--- src/rtl/apb_pkg.sv ---
// Shared types and width helpers for the APB requester.
package apb_pkg;

  typedef enum logic [1:0] {IDLE, SETUP, ACCESS} apb_state_e;

  function automatic int unsigned strb_w(int unsigned data_w);
    return data_w / 8;
  endfunction

  localparam int unsigned APB_ADDR_W = 12;
  localparam int unsigned APB_DATA_W = 32;
  localparam int unsigned APB_STRB_W = strb_w(APB_DATA_W);

  // Command as seen on the request side, at the default bus widths.
  typedef struct packed {
    logic                  write;
    logic [APB_ADDR_W-1:0] addr;
    logic [APB_DATA_W-1:0] wdata;
    logic [APB_STRB_W-1:0] strb;
  } apb_cmd_t;

endpackage

--- src/rtl/apb_wait_timeout.sv ---
// Counts ACCESS wait cycles and flags the last wait cycle allowed before an abort.
module apb_wait_timeout #(
  parameter int unsigned TIMEOUT = 16,
  localparam int unsigned CNT_W = (TIMEOUT > 0) ? $clog2(TIMEOUT + 1) : 1
) (
  input  logic PCLK,
  input  logic PRESET,
  input  logic clr,
  input  logic en,
  output logic expired
);

  logic [CNT_W-1:0] cnt_q;

  always_ff @(posedge PCLK or posedge PRESET) begin
    if (PRESET) begin
      cnt_q <= '0;
    end else if (clr) begin
      cnt_q <= '0;
    end else if (en && (cnt_q != '1)) begin
      cnt_q <= cnt_q + CNT_W'(1);
    end
  end

  // High during the TIMEOUT-th wait cycle; never fires when TIMEOUT is 0.
  assign expired = (TIMEOUT != 0) && (cnt_q == CNT_W'(TIMEOUT - 1));

endmodule

--- src/rtl/apb_master_requester.sv ---
// Single-outstanding command/response to APB3/APB4 requester with wait-state timeout.
module apb_master_requester
  import apb_pkg::*;
#(
  parameter int unsigned ADDR_W  = 12,
  parameter int unsigned DATA_W  = 32,
  parameter int unsigned TIMEOUT = 16,
  localparam int unsigned STRB_W = strb_w(DATA_W)
) (
  input  logic              PCLK,
  input  logic              PRESET,
  input  logic              cmd_valid,
  output logic              cmd_ready,
  input  logic              cmd_write,
  input  logic [ADDR_W-1:0] cmd_addr,
  input  logic [DATA_W-1:0] cmd_wdata,
  input  logic [STRB_W-1:0] cmd_strb,
  output logic              rsp_valid,
  output logic [DATA_W-1:0] rsp_rdata,
  output logic              rsp_err,
  output logic              rsp_timeout,
  output logic              PSEL,
  output logic              PENABLE,
  output logic [ADDR_W-1:0] PADDR,
  output logic              PWRITE,
  output logic [DATA_W-1:0] PWDATA,
  output logic [STRB_W-1:0] PSTRB,
  input  logic              PREADY,
  input  logic [DATA_W-1:0] PRDATA,
  input  logic              PSLVERR
);

  typedef struct packed {
    logic              write;
    logic [ADDR_W-1:0] addr;
    logic [DATA_W-1:0] wdata;
    logic [STRB_W-1:0] strb;
  } cmd_t;

  apb_state_e        state_q, state_d;
  cmd_t              cmd_q;
  logic              accept;
  logic              complete;
  logic              abort;
  logic              expired;
  logic              cnt_clr;
  logic              cnt_en;
  logic              rsp_valid_q;
  logic              rsp_err_q;
  logic              rsp_timeout_q;
  logic [DATA_W-1:0] rsp_rdata_q;

  always_comb begin
    state_d   = state_q;
    cmd_ready = 1'b0;
    complete  = 1'b0;
    abort     = 1'b0;
    unique case (state_q)
      IDLE: begin
        cmd_ready = 1'b1;
        if (cmd_valid) state_d = SETUP;
      end
      SETUP: state_d = ACCESS;
      ACCESS: begin
        // Completion wins over a timeout landing in the same cycle.
        if (PREADY) begin
          complete  = 1'b1;
          cmd_ready = 1'b1;
          state_d   = cmd_valid ? SETUP : IDLE;
        end else if (expired) begin
          abort   = 1'b1;
          state_d = IDLE;
        end
      end
      default: state_d = IDLE;
    endcase
  end

  assign accept  = cmd_valid && cmd_ready;
  assign cnt_clr = accept;
  assign cnt_en  = (state_q == ACCESS) && !PREADY;

  apb_wait_timeout #(
    .TIMEOUT(TIMEOUT)
  ) u_wait_timeout (
    .PCLK   (PCLK),
    .PRESET (PRESET),
    .clr    (cnt_clr),
    .en     (cnt_en),
    .expired(expired)
  );

  always_ff @(posedge PCLK or posedge PRESET) begin
    if (PRESET) begin
      state_q <= IDLE;
    end else begin
      state_q <= state_d;
    end
  end

  // Transfer attributes are captured once and held across the transfer and idle time.
  always_ff @(posedge PCLK or posedge PRESET) begin
    if (PRESET) begin
      cmd_q <= '0;
    end else if (accept) begin
      cmd_q.write <= cmd_write;
      cmd_q.addr  <= cmd_addr;
      cmd_q.wdata <= cmd_wdata;
      cmd_q.strb  <= cmd_write ? cmd_strb : '0;
    end
  end

  always_ff @(posedge PCLK or posedge PRESET) begin
    if (PRESET) begin
      rsp_valid_q   <= 1'b0;
      rsp_err_q     <= 1'b0;
      rsp_timeout_q <= 1'b0;
      rsp_rdata_q   <= '0;
    end else begin
      rsp_valid_q   <= complete || abort;
      rsp_err_q     <= complete ? PSLVERR : abort;
      rsp_timeout_q <= abort;
      rsp_rdata_q   <= (complete && !cmd_q.write) ? PRDATA : '0;
    end
  end

  assign PSEL        = (state_q != IDLE);
  assign PENABLE     = (state_q == ACCESS);
  assign PADDR       = cmd_q.addr;
  assign PWRITE      = cmd_q.write;
  assign PWDATA      = cmd_q.wdata;
  assign PSTRB       = cmd_q.strb;
  assign rsp_valid   = rsp_valid_q;
  assign rsp_err     = rsp_err_q;
  assign rsp_timeout = rsp_timeout_q;
  assign rsp_rdata   = rsp_rdata_q;

endmodule
--- config.mk ---
export PLATFORM = sky130hd
export DESIGN_NAME = apb_master_requester
export DESIGN_NICKNAME = d
export VERILOG_FILES = /design/src/rtl/apb_pkg.sv /design/src/rtl/apb_wait_timeout.sv /design/src/rtl/apb_master_requester.sv
export SDC_FILE = /design/constraint.sdc
export NUM_CORES = 1
export LEC_CHECK = 0
export CAP_MARGIN = 10
export CORE_ASPECT_RATIO = 1.4
export CORE_MARGIN = 3
export CORE_UTILIZATION = 39
export CTS_BUF_LIST = sky130_fd_sc_hd__clkbuf_16
export DETAILED_ROUTE_END_ITERATION = 8
export PLACE_DENSITY = 0.79
export SETUP_SLACK_MARGIN = 0.15
export SYNTH_ARGS = -nofsm -noshare
export SYNTH_HDL_FRONTEND = slang
export SYNTH_SLANG_ARGS = --single-unit
--- constraint.sdc ---
create_clock -name PCLK -period 3.7 [get_ports PCLK]
set_input_delay 0.37 -clock PCLK [delete_from_list [all_inputs] [get_ports PCLK]]
set_output_delay 0.37 -clock PCLK [all_outputs]
set_load 0.02 [all_outputs]
==> impl_metrics.yaml <==
run_status:
  status: "finished, final reports clean"
clocking:
  ctsResizeCount: 0
  htree_levels: 3
  cts_setup_buffers: 0
  clkTransAtPathRegs_ns: 0.06
  cts_buffers: 9
  cts_tree: "built"
  holdBufCountCts: 0
  clock_latency_ns: 0.33
  root_buffer: "clkbuf_16"
  cts_buffer_depth: 2
  clock-sinks: 91
global_routing:
  grt.total_usage_pct: 16.89
  grt_max_degree: 44
  antenna_found_initial: 0
  grt_first_pass_wirelength_um: 12660
  overflow: 0
  grt_pass1_vias: 2456
worst_setup_path:
  slowest_stage: "clkdlybuf4s50_1"
  crit_type: "primary input to output pin"
  slowest_delay_ns: 0.61
  reg2reg_slack_ns: 1.59
  crit_path_frequent_cell: "clkdlybuf4s50_1"
  endpoint_kind: "output pin"
  rr_worst_depth: 4
  critPathRequiredTime_ns: 3.33
  path_max_fanout: 12
  reg2reg_from: "state_q[0]"
  crit_arrival_ns: 2.09
  path_cells: "clkdlybuf4s50_1 -> and2b_1 -> nor2_1 -> clkdlybuf4s50_1"
  rr_endpoint: "PWDATA[8]"
  startpoint_type: "primary input"
synthesis:
  synth_cell_type_count: 28
  synth-seq-area-share_pct: 67.99
  syn-instance-count: 228
  yosysWarningCount: 0
  yosysTopAreaCellShare_pct: 67.99
  synth_area_leader_cell: "dfrtp_1"
  ys_async_sr_fraction_pct: 100.0
  synthTopCellsByArea: "dfrtp_1 (68%), mux2_2 (13%), and2_1 (6.0%)"
  synth.avg_cell_area_um2: 14.69
  ys_seq_elements: 91
  synth_flop_cell: "dfrtp_1"
  netlist_area_um2: 3349
  synth_edf_count: 0
  synth_nets: 317
timing:
  period_share_pct: 66.55
  fin_tns_setup_ns: 0
  fin_hold_ws_ns: 0.4697
  finClkSkew_ns: 0.005883
  rsz0062_at_grt: "no"
  drv_slew: 0
  worst_slew_pin_slew_ns: 0.7055
  fin_crit_ns: 2.462
  setup_viol: 0
  relSlewSlack_pct: 52.91
  hold_viol: 0
  max_freq_ghz: 0.4061
layout:
  multi_input_area_um2: 1006
  fin_nets: 494
  drive_gt1_share_pct: 15.12
  synthToLayoutAreaGrowth_pct: 64.55
  antennaDiodeCount: 0
  seq_area_um2: 2277
  fillers: 618
floorplanning:
  dieArea_um2: 9752
  die_w_um: 84.33
  design.portCount: 173
  core_area_um2: 8247
  fp-row-count: 39
  initial_utilization_pct: 40.62
  die_y_um: 115.7
drt:
  vias_per_cell: 4.646
  drtIter0Drc: 109
  wl_per_cell_um: 15.86
  wl_um: 8120
  drtPass1Iterations: 4
  vias: 2379
  drc: 0
  postRouteAntennaNets: 0
hold_path:
  worstHoldPathType: "primary input to asynchronous set/reset pin"
place:
  gp_congestion: 0.7217
  dpl.hpwl_um: 6227
  port_buffers: 172
pwr:
  power_density_nw_per_um2: 566.0
  leakage_nw: 2.395
  ir_drop_v: 0.0003269
run:
  drv_cap: 0
## how the worst max path moves through the flow
stage                      start        end  cells after the start
final                     PREADY  cmd_ready                      4
after detailed placement  PREADY  PWDATA[8]                      5
after global placement    PREADY   PADDR[6]                      5
after CTS                 PREADY  cmd_ready                      4
after global routing      PREADY  cmd_ready                      4
after floorplan           PRESET   PADDR[0]                      1
## state kept, by name (all words and copies together) (netlist names)
register,count
PADDR,12
u_wait_timeout.cnt_q,5
PSTRB,4
rsp_rdata,32
state_q,2
rsp_err,1
PWRITE,1
PWDATA,32
rsp_timeout,1
rsp_valid,1
## report_power, final
group	internal (mW)	leakage, nW	switching, mW
combinational	0.476	1.07	0.398
sequential	1.16	1.16	0.0881
clock	0.652	0.168	0.350
## synthesized netlist by cell type (all sizes together), types with 2 or more instances
cell and instances:
a21oi 2, and2 32, buf 5, clkbuf 5, dfrtp 91, ha 3
inv 4, mux2 45, nand2 7, nand2b 3, nor2 6, o21ai 8
o31ai 5
## kinds of logic (layout without fill, tap and decap cells)
| kind of cell | Yosys count | count (layout) | synth area share (%) |
|---|---|---|---|
| flops | 91 | 91 | 67.99 |
| simple gates | 57 | 57 | 10.20 |
| xor+xnor | 1 | 1 | 0.2615 |
| buf+inv | 14 | 196 | 2.204 |
| compound gates | 16 | 16 | 2.802 |
| fa+ha+maj | 3 | 3 | 1.121 |
| mux | 46 | 46 | 15.43 |
## per-stage QoR
| step | setup slack (ns) | area [um^2] | std cells | util (%) | total power [mW] |
|---|---|---|---|---|---|
| after floorplan | 0.9664 | 3349 | 228 | - | 1.670 |
| after global placement | 1.134 | 5179 | 496 | 62.80 | 2.120 |
| after detailed placement | 1.043 | 5179 | 496 | 62.80 | 2.149 |
| after CTS | 1.210 | 5512 | 512 | 66.83 | 3.170 |
| after global routing | 1.108 | 5512 | 512 | 66.83 | 3.272 |
| final | 1.238 | 5512 | 512 | 66.83 | 3.119 |
## placed cells by master, fill, tap and decap left out, drive strengths merged
master and instances:
nor4b 1, inv 4, or2 1, and2 32, nand2b 3, ha 3, o21ai 8, nor3b 1
nand3 1, or2b 1, nor2 6, clkbuf 9, o22ai 1, xnor2 1, mux2i 1, clkinv 4
buf 4, and2b 1, mux2 45, o31ai 5, nand2 7, or3 1, or4b 1, and3 1
a21oi 2, bufinv 3, clkdlybuf4s50 172, dfrtp 91
## area by class of cell
class                           instances  area share, %
Sequential cell                        91          41.32
Timing Repair Buffer                  176          31.78
Multi-Input combinational cell        123          18.25
Clock buffer                            9          4.086
Tap cell                              102          2.316
Clock inverter                          7          1.952
Inverter                                4         0.2951
## layer usage
metal  GRT usage, %  part of all wire (%)  vias to the layer above
met1          18.72                    37                     1147
met3          6.472                   9.0                        9
met4          7.833                   1.6                        0
met5              0                     0                        -
li1               -                     -                     1118
met2          28.77                    52                      105
## critical path: cells and delay by family
| family | cells | cell delay (ns) |
|---|---|---|
| buffers and inverters | 2 | 1.21 |
| and+or+nand+nor | 2 | 0.50 |
No activity file was read; power rests on OpenSTA's default activity.
